File: config.mk
export PLATFORM = sky130hd
export DESIGN_NAME = fsm_demux
export DESIGN_NICKNAME = d
export VERILOG_FILES = /design/src/rtl/fsm_demux_pkg.sv /design/src/rtl/fsm_demux_out_reg.sv /design/src/rtl/fsm_demux.sv
export SDC_FILE = /design/constraint.sdc
export NUM_CORES = 1
export LEC_CHECK = 0
export CAP_MARGIN = 20
export CORE_MARGIN = 2
export CORE_UTILIZATION = 42
export CTS_BUF_LIST = sky130_fd_sc_hd__clkbuf_4 sky130_fd_sc_hd__clkbuf_8
export CTS_CLUSTER_SIZE = 25
export DETAILED_ROUTE_END_ITERATION = 12
export HOLD_SLACK_MARGIN = 0.08
export PLACE_DENSITY = 0.91
export SETUP_SLACK_MARGIN = 0.02
export SYNTH_ARGS = -nofsm -noshare
export SYNTH_HDL_FRONTEND = slang
export SYNTH_SLANG_ARGS = --single-unit
File: constraint.sdc
create_clock -name clk -period 1.4 [get_ports clk]
set_input_delay 0.42 -clock clk [delete_from_list [all_inputs] [get_ports clk]]
set_output_delay 0.42 -clock clk [all_outputs]
set_load 0.02 [all_outputs]
File: src/rtl/fsm_demux_pkg.sv
// Shared types for the fsm_demux receive path: FSM state encodings and destination codes.
package fsm_demux_pkg;

  typedef enum logic [1:0] {
    IDLE = 2'b00,
    SEND = 2'b01
  } state_e;

  typedef enum logic {
    DEST_A = 1'b0,
    DEST_B = 1'b1
  } dest_e;

endpackage

File: src/rtl/fsm_demux_out_reg.sv
// demux_out_reg: one output channel of fsm_demux, a W-bit data register plus its valid flag.
module demux_out_reg #(
  parameter int W = 5
) (
  input  logic         clk,
  input  logic         rst,
  input  logic         set,
  input  logic         clr,
  input  logic [W-1:0] d,
  output logic [W-1:0] q,
  output logic         valid
);

  // NOTE: sequential state uses non-blocking assignments so every flop samples pre-edge values.
  always_ff @(posedge clk) begin
    if (rst) begin
      q     <= '0;
      valid <= 1'b0;
    end else if (set) begin
      q     <= d;
      valid <= 1'b1;
    end else if (clr) begin
      valid <= 1'b0;
    end
  end

endmodule

File: src/rtl/fsm_demux.sv
// fsm_demux: captures a word on load&&enable and delivers it to sink A or B with valid/ready.
// Optional transfer counter output xfer_cnt is enabled by defining FSM_DEMUX_CNT_EN.
module fsm_demux
  import fsm_demux_pkg::*;
#(
  parameter int W = 5
`ifdef FSM_DEMUX_CNT_EN
  , parameter int CNT_W = 8
`endif
) (
  input  logic         clk,
  input  logic         rst,
  input  logic [W-1:0] in,
  input  logic         load,
  input  logic         sel,
  input  logic         enable,
  input  logic         ready_a,
  input  logic         ready_b,
  output logic [W-1:0] out_a,
  output logic [W-1:0] out_b,
  output logic         valid_a,
  output logic         valid_b,
  output logic         busy,
  output logic         overflow
`ifdef FSM_DEMUX_CNT_EN
  , output logic [CNT_W-1:0] xfer_cnt
`endif
);

  state_e state_q, state_d;
  logic   overflow_q, overflow_d;
  logic   set_a, set_b, clr_a, clr_b;
  logic   handshake;
  logic   accept;
  dest_e  dest;

  assign accept = load && enable;
  assign dest   = dest_e'(sel);

  // NOTE: every combinational output gets a default first, so no path can infer a latch.
  always_comb begin
    state_d    = state_q;
    overflow_d = overflow_q;
    set_a      = 1'b0;
    set_b      = 1'b0;
    clr_a      = 1'b0;
    clr_b      = 1'b0;
    handshake  = 1'b0;
    unique case (state_q)
      IDLE: begin
        if (accept) begin
          set_a   = (dest == DEST_A);
          set_b   = (dest == DEST_B);
          state_d = SEND;
        end
      end
      SEND: begin
        // Ready on the idle channel is masked by its own valid being low.
        handshake = (valid_a && ready_a) || (valid_b && ready_b);
        if (handshake) begin
          clr_a = valid_a;
          clr_b = valid_b;
          if (accept) begin
            set_a = (dest == DEST_A);
            set_b = (dest == DEST_B);
          end else begin
            state_d = IDLE;
          end
        end else if (accept) begin
          overflow_d = 1'b1;
        end
      end
      default: begin
        state_d = IDLE;
        clr_a   = 1'b1;
        clr_b   = 1'b1;
      end
    endcase
  end

  always_ff @(posedge clk) begin
    if (rst) begin
      state_q    <= IDLE;
      overflow_q <= 1'b0;
    end else begin
      state_q    <= state_d;
      overflow_q <= overflow_d;
    end
  end

  // set wins over clr inside the register, which gives back-to-back reuse of a channel.
  demux_out_reg #(.W(W)) u_reg_a (
    .clk   (clk),
    .rst   (rst),
    .set   (set_a),
    .clr   (clr_a),
    .d     (in),
    .q     (out_a),
    .valid (valid_a)
  );

  demux_out_reg #(.W(W)) u_reg_b (
    .clk   (clk),
    .rst   (rst),
    .set   (set_b),
    .clr   (clr_b),
    .d     (in),
    .q     (out_b),
    .valid (valid_b)
  );

  assign busy     = (state_q == SEND);
  assign overflow = overflow_q;

`ifdef FSM_DEMUX_CNT_EN
  logic [CNT_W-1:0] cnt_q;

  always_ff @(posedge clk) begin
    if (rst) begin
      cnt_q <= '0;
    end else if (handshake) begin
      cnt_q <= cnt_q + 1'b1;
    end
  end

  assign xfer_cnt = cnt_q;
`endif

endmodule
* After elaboration in Yosys (flattened, before gate mapping)
Cells that the tools add are included.
Storage, ports and cells: output and inout port bits 14, input port bits 12, register bits after elaboration 15, bits in latches 0, memories 0, bits in read-only memories 0, word-level logic and storage cells 39, bits in writable memories 0
Operators by class: shift-type cells 0, muxes and demuxes 18, multipliers 0, div/mod/pow operators 0, add/subtract/negate cells 0, order comparisons 0, equality and inequality tests 4, bitwise logic cells 2, reductions and logical operators 9
Operator list (count):
- $mux 1 | 10
- $pmux 1 s2 | 4
- $mux 2 | 3
- $reduce_and 3->1 | 2
- $ne 2x2->1 const B | 2
- $pmux 2 s2 | 1
- $reduce_bool 2->1 | 2
- $logic_and 1x1->1 | 3
- $eq 2x1->1 const B | 1
- $logic_not 2->1 | 1
- $ne 2x1->1 const B | 1
- $not 1->1 | 2
- $logic_or 1x1->1 | 1

* Longest topological paths before layout
Gate-level depths: netlist (run 1).
depth in word-level cells 6, depth in mapped cells 3, mapped depth without buffers 3

* By module
Synthesis (run 1) repeated with hierarchy kept, for this count alone.
Unflattened totals: cell total of the unflattened synthesis 59, area, all modules 569.3 µm²
Modules (own cells, without submodules):
- demux_out_reg | cells each 20, seq. area each 120.1 µm², instances 2, area each 215.2 µm²
- fsm_demux | cells each 19, seq. area each 40.0 µm², instances 1, area each 138.9 µm²

* Worst setup path after synthesis (run 1)
No wires, ideal clock.
path type reg2reg, start point register u_reg_a.valid, end point register u_reg_a.q[0], path slack 0.141 ns, clock period less this slack 1.259 ns, required time 1.328 ns, cell stages (with the launch flop) 4, data arrival time 1.187 ns, buffers on the path 0, library setup time 0.072 ns, path through dfxtp_1 a22oi_2 a211oi_2 mux2i_1
Between the ends: cells in the longest elaborated chain, start to end 4
RTL lines:
- from (decl) | line fsm_demux_out_reg.sv:11 | output logic valid
- from (signal assigned) | line fsm_demux_out_reg.sv:18 | valid <= 1'b0;
- from (signal assigned) | line fsm_demux_out_reg.sv:21 | valid <= 1'b1;
- from (signal assigned) | line fsm_demux_out_reg.sv:23 | valid <= 1'b0;
- $logic_and 1x1->1 | line fsm_demux.sv:59 | handshake = (valid_a && ready_a) || (valid_b && ready_b);
- $logic_or 1x1->1 | line fsm_demux.sv:59
- $mux 1 | line fsm_demux.sv:60 | if (handshake) begin
- $pmux 1 s2 | line fsm_demux.sv:49 | unique case (state_q)
- to (signal assigned) | line fsm_demux_out_reg.sv:17 | q <= '0;
- to (signal assigned) | line fsm_demux_out_reg.sv:20 | q <= d;
- to (decl) | line fsm_demux_out_reg.sv:10 | output logic [W-1:0] q,
No other way between the ends. A chain may end at the register's enable or synchronous reset.

* Worst setup path in the final report (run 1)
start point register u_reg_b.q[0], end point output port out_b[0]
RTL lines:
- from (decl) | line fsm_demux_out_reg.sv:10
- from (signal assigned) | line fsm_demux_out_reg.sv:17
- from (signal assigned) | line fsm_demux_out_reg.sv:20
- to (decl) | line fsm_demux.sv:20 | output logic [W-1:0] out_b,
No word-level cell between the ends.

==> results.md, run 1 <==
* Die area at 1732 um^2
* Largest family of logic cells by synthesized area: simple AND/OR/NAND/NOR gates
* MaxCap Viol Count at 0
* Max Root-Sink Buffers at 2
* Worst skew pair latency at 270 ps
* Yosys reg bits at 14
* Synth top area share at 47.16%
* Multi-input gate area at 312.8 um^2
* Cell Chain, Critical Path: clkdlybuf4s15_1
* Largest net degree at the start of global routing at 17
* Cell Int Power at 0.0006546 W
* Final setup vio count at 0
* Die width at 41.62 um
* Diodes inserted at 0
* Port Buffers at 25
* Reg power frac at 48.9%
* Critical Path AT at 930 ps
* FMAX at 0.7408 GHz
* Post-Synth Simple-Gate Area at 18.74%
* CTS buffer count at 3
* Fin. Hold Viols at 0
* Pwr dens at 903.8 nW/um^2
* Compound-Gate Fraction of Synth Area at 16.00%
* DRT iter0 DRCs at 4
* Path length in cells of the critical path at 1
* Hold WC Path Type: reg2reg
* Most common cell after layout, fill and taps aside: nand2b_1
* Crit path launch: u_reg_b.q[0]
* Dpl ws at -288.4 ps
* Critical path endpoint: out_b[0]
* Setup TNS at 0 ps
* Syn Inst Count at 58
* Final wirelength at 1292 um
* DR vias/cell at 4.927
* Hpwl dp at 976.5 um
* Minimum clock period at 1350 ps
* Highest-count cells in the layout ignoring fill and taps: nand2b_1 (15), dfxtp_1 (14), mux2i_1 (10)
* CTS sink cnt at 14
* Bufs and invs on worst path at 1
* Static leakage at 0.4272 nW
* Die height at 41.62 um
* Worst Clk Skew at 2.118 ps
* Global-route wire length before repair at 2277 um
* Crit path max fanout at 2
* Top Ports at 26
* Remaining design rule violation count at 0
* Startpoint Class: flip-flop
* Top cell type by total area after synthesis: dfxtp_1
* Synth Area in Adders at 0%
* Combinational Power Share at 17.8%
* Worst hold slack at 480.8 ps
* # fillers at 111
* Antenna viol nets, final at 0
* Crit. End Element: output pin
* Synth top area cells: dfxtp_1 (47%), mux2i_1 (17%), nand2b_1 (16%)
* Post-synthesis average cell area at 10.25 um^2
* Share of cells above drive strength 1 at 24.21%
* Core area at 1318 um^2
* Hold path startpoint: u_reg_b.q[1]
* Final core occ at 72.36%
* Root Buffer: clkbuf_4
* Nets at 108
* Grt ovf at 0
* Worst-Margin Slew at 315.6 ps
* PnR worst setup slack at 50.11 ps
* Slew margin rel. at 78.96%
* Area Growth Syn to Fin at 60.42%
* Placed Cells incl. Taps at 106
* Crit path largest cell delay at 350 ps
* Critical Path RT at 980 ps
* Vias in the first global route at 572
* R2R depth at 4
* Synth warnings at 0
* Synth cell types at 16
* Non-Filler Instances at 110
* Synth Net Count at 70
* Switching Share at 24.03%
* WS Path Type: reg2out
* Synth Cell Area at 594.3 um^2
* Cts-stage hold buffer count at 0
* First-pass iteration count of the detailed router at 2
* RSZ-0062 raised after global routing: false
* Status: complete, no violations
* Slew Limit Fails at 0
* Reg2reg end: u_reg_a.q[3]
* VDD IR max at 0.6277 mV
* Placer congestion estimate at 0.7174
* Antenna violations before repair at 0
* Clk pwr share at 33.3%
* Reg2reg start: u_reg_a.valid
* Cell with the largest stage delay on the worst path: dfxtp_1
* CTS tree: yes
* Crit-path leading delay family: flip-flops
* Fin crit share at 96.42%
* Initial Util at 45.11%
* Seq/Total Area, Yosys at 47.16%
* P_sw at 0.0002070 W
* Proportion of synthesized area in mux cells at 16.84%
* Reg2Reg Setup Slack at 120 ps
* Vias at 542
* # rows at 13
* FF/Latch Area at 280.3 um^2
* H-tree depth at 1
* Routed wire per std cell at 11.75 um
* GR Util All Layers at 16.52%
* XOR/XNOR Fraction of Synth Area at 0%
* Clock transition at the registers of the reported paths at 90 ps
-- through the flow --
stage          cell area, um^2  power [W]
2_1_floorplan            594.3  0.0004999
3_3_place_gp             927.1  0.0005916
3_5_place_dp             927.1  0.0005942
4_1_cts                  954.7  0.0008734
5_1_grt                  953.4  0.0009009
6_report                 953.4  0.0008617
-- worst register-to-register path: stages (launching register included) --
cell and delay, ps:
dfxtp_1 320, buf_4 140, a22oi_2 290, a211o_1 260
mux2i_1 210
-- cell families after synthesis --
group | Yosys count
muxes | 10
DFF | 14
AOI/OAI and AO/OA | 13
and+or+nand+nor | 19
buffers and inverters | 2
-- synth_stat cells --
| master | count |
|---|---|
| a21bo_2 | 1 |
| a21oi_1 | 5 |
| clkbuf_1 | 1 |
| nand2_1 | 2 |
| a41oi_1 | 1 |
| a211o_1 | 1 |
| dfxtp_1 | 14 |
| and3_1 | 1 |
| nor2_1 | 1 |
| nand2b_1 | 15 |
| mux2i_1 | 10 |
| inv_1 | 1 |
| a22oi_2 | 1 |
| o21ai_0 | 2 |
| a21boi_1 | 1 |
| a211oi_2 | 1 |
-- repair_timing --
item	4_1_cts	5_1_grt
pin swaps	2	2
endpoints found under the setup margin	18	18
setup buffers	0	0
endpoints found under the hold margin	0	0
gates resized for setup	25	14
-- power by group through the flow --
| stage | combinational, W | clock [W] | sequential, W |
|---|---|---|---|
| CTS | 0.000154 | 0.000298 | 0.000421 |
| finish | 0.000153 | 0.000287 | 0.000421 |
| floorplan | 0.0000465 | 0 | 0.000453 |
| global placement | 0.000161 | 0 | 0.000430 |
| detailed placement | 0.000164 | 0 | 0.000431 |
| global route | 0.000166 | 0.000311 | 0.000424 |
-- layout make-up --
class	instances	share of cell area, %
repair buffers	34	31.63
flip-flops and latches	14	29.40
clock buffers	4	3.806
well taps	15	1.969
inverters	1	0.3937
multi-input cells	42	32.81
-- state kept, by name, indices dropped and copies added, names as in the netlist --
signal and cells:
u_reg_a.valid 1, overflow 1, state_q 1, u_reg_b.q 5
u_reg_b.valid 1, u_reg_a.q 5
-- routing by layer --
layer | routed length (um) | GRT usage [%]
met2 | 668 | 29.69
met5 | 0 | 0
met1 | 538 | 19.07
met4 | 18 | 5.806
met3 | 67 | 3.478
-- worst min path at each step --
stage                    to  cells past startpoint  slack [ps]
2_1_floorplan  u_reg_a.q[0]                      2         550
3_3_place_gp   u_reg_a.q[1]                      2         460
3_5_place_dp   u_reg_a.q[2]                      2         470
4_1_cts        u_reg_b.q[1]                      2         490
5_1_grt        u_reg_b.q[1]                      2         500
6_report       u_reg_b.q[1]                      2         480
No activity file was read; power rests on OpenSTA's default activity.
==> run 2: changes to the inputs <==
--- a/config.mk
+++ b/config.mk
@@ -9,7 +9,7 @@
 export CORE_MARGIN = 2
 export CORE_UTILIZATION = 42
 export CTS_BUF_LIST = sky130_fd_sc_hd__clkbuf_4 sky130_fd_sc_hd__clkbuf_8
-export CTS_CLUSTER_SIZE = 25
+export CTS_CLUSTER_SIZE = 30
 export DETAILED_ROUTE_END_ITERATION = 12
 export HOLD_SLACK_MARGIN = 0.08
 export PLACE_DENSITY = 0.91
==> results of run 2 <==
Same layout as run 1: the final DEF is identical, and so are final timing and power.
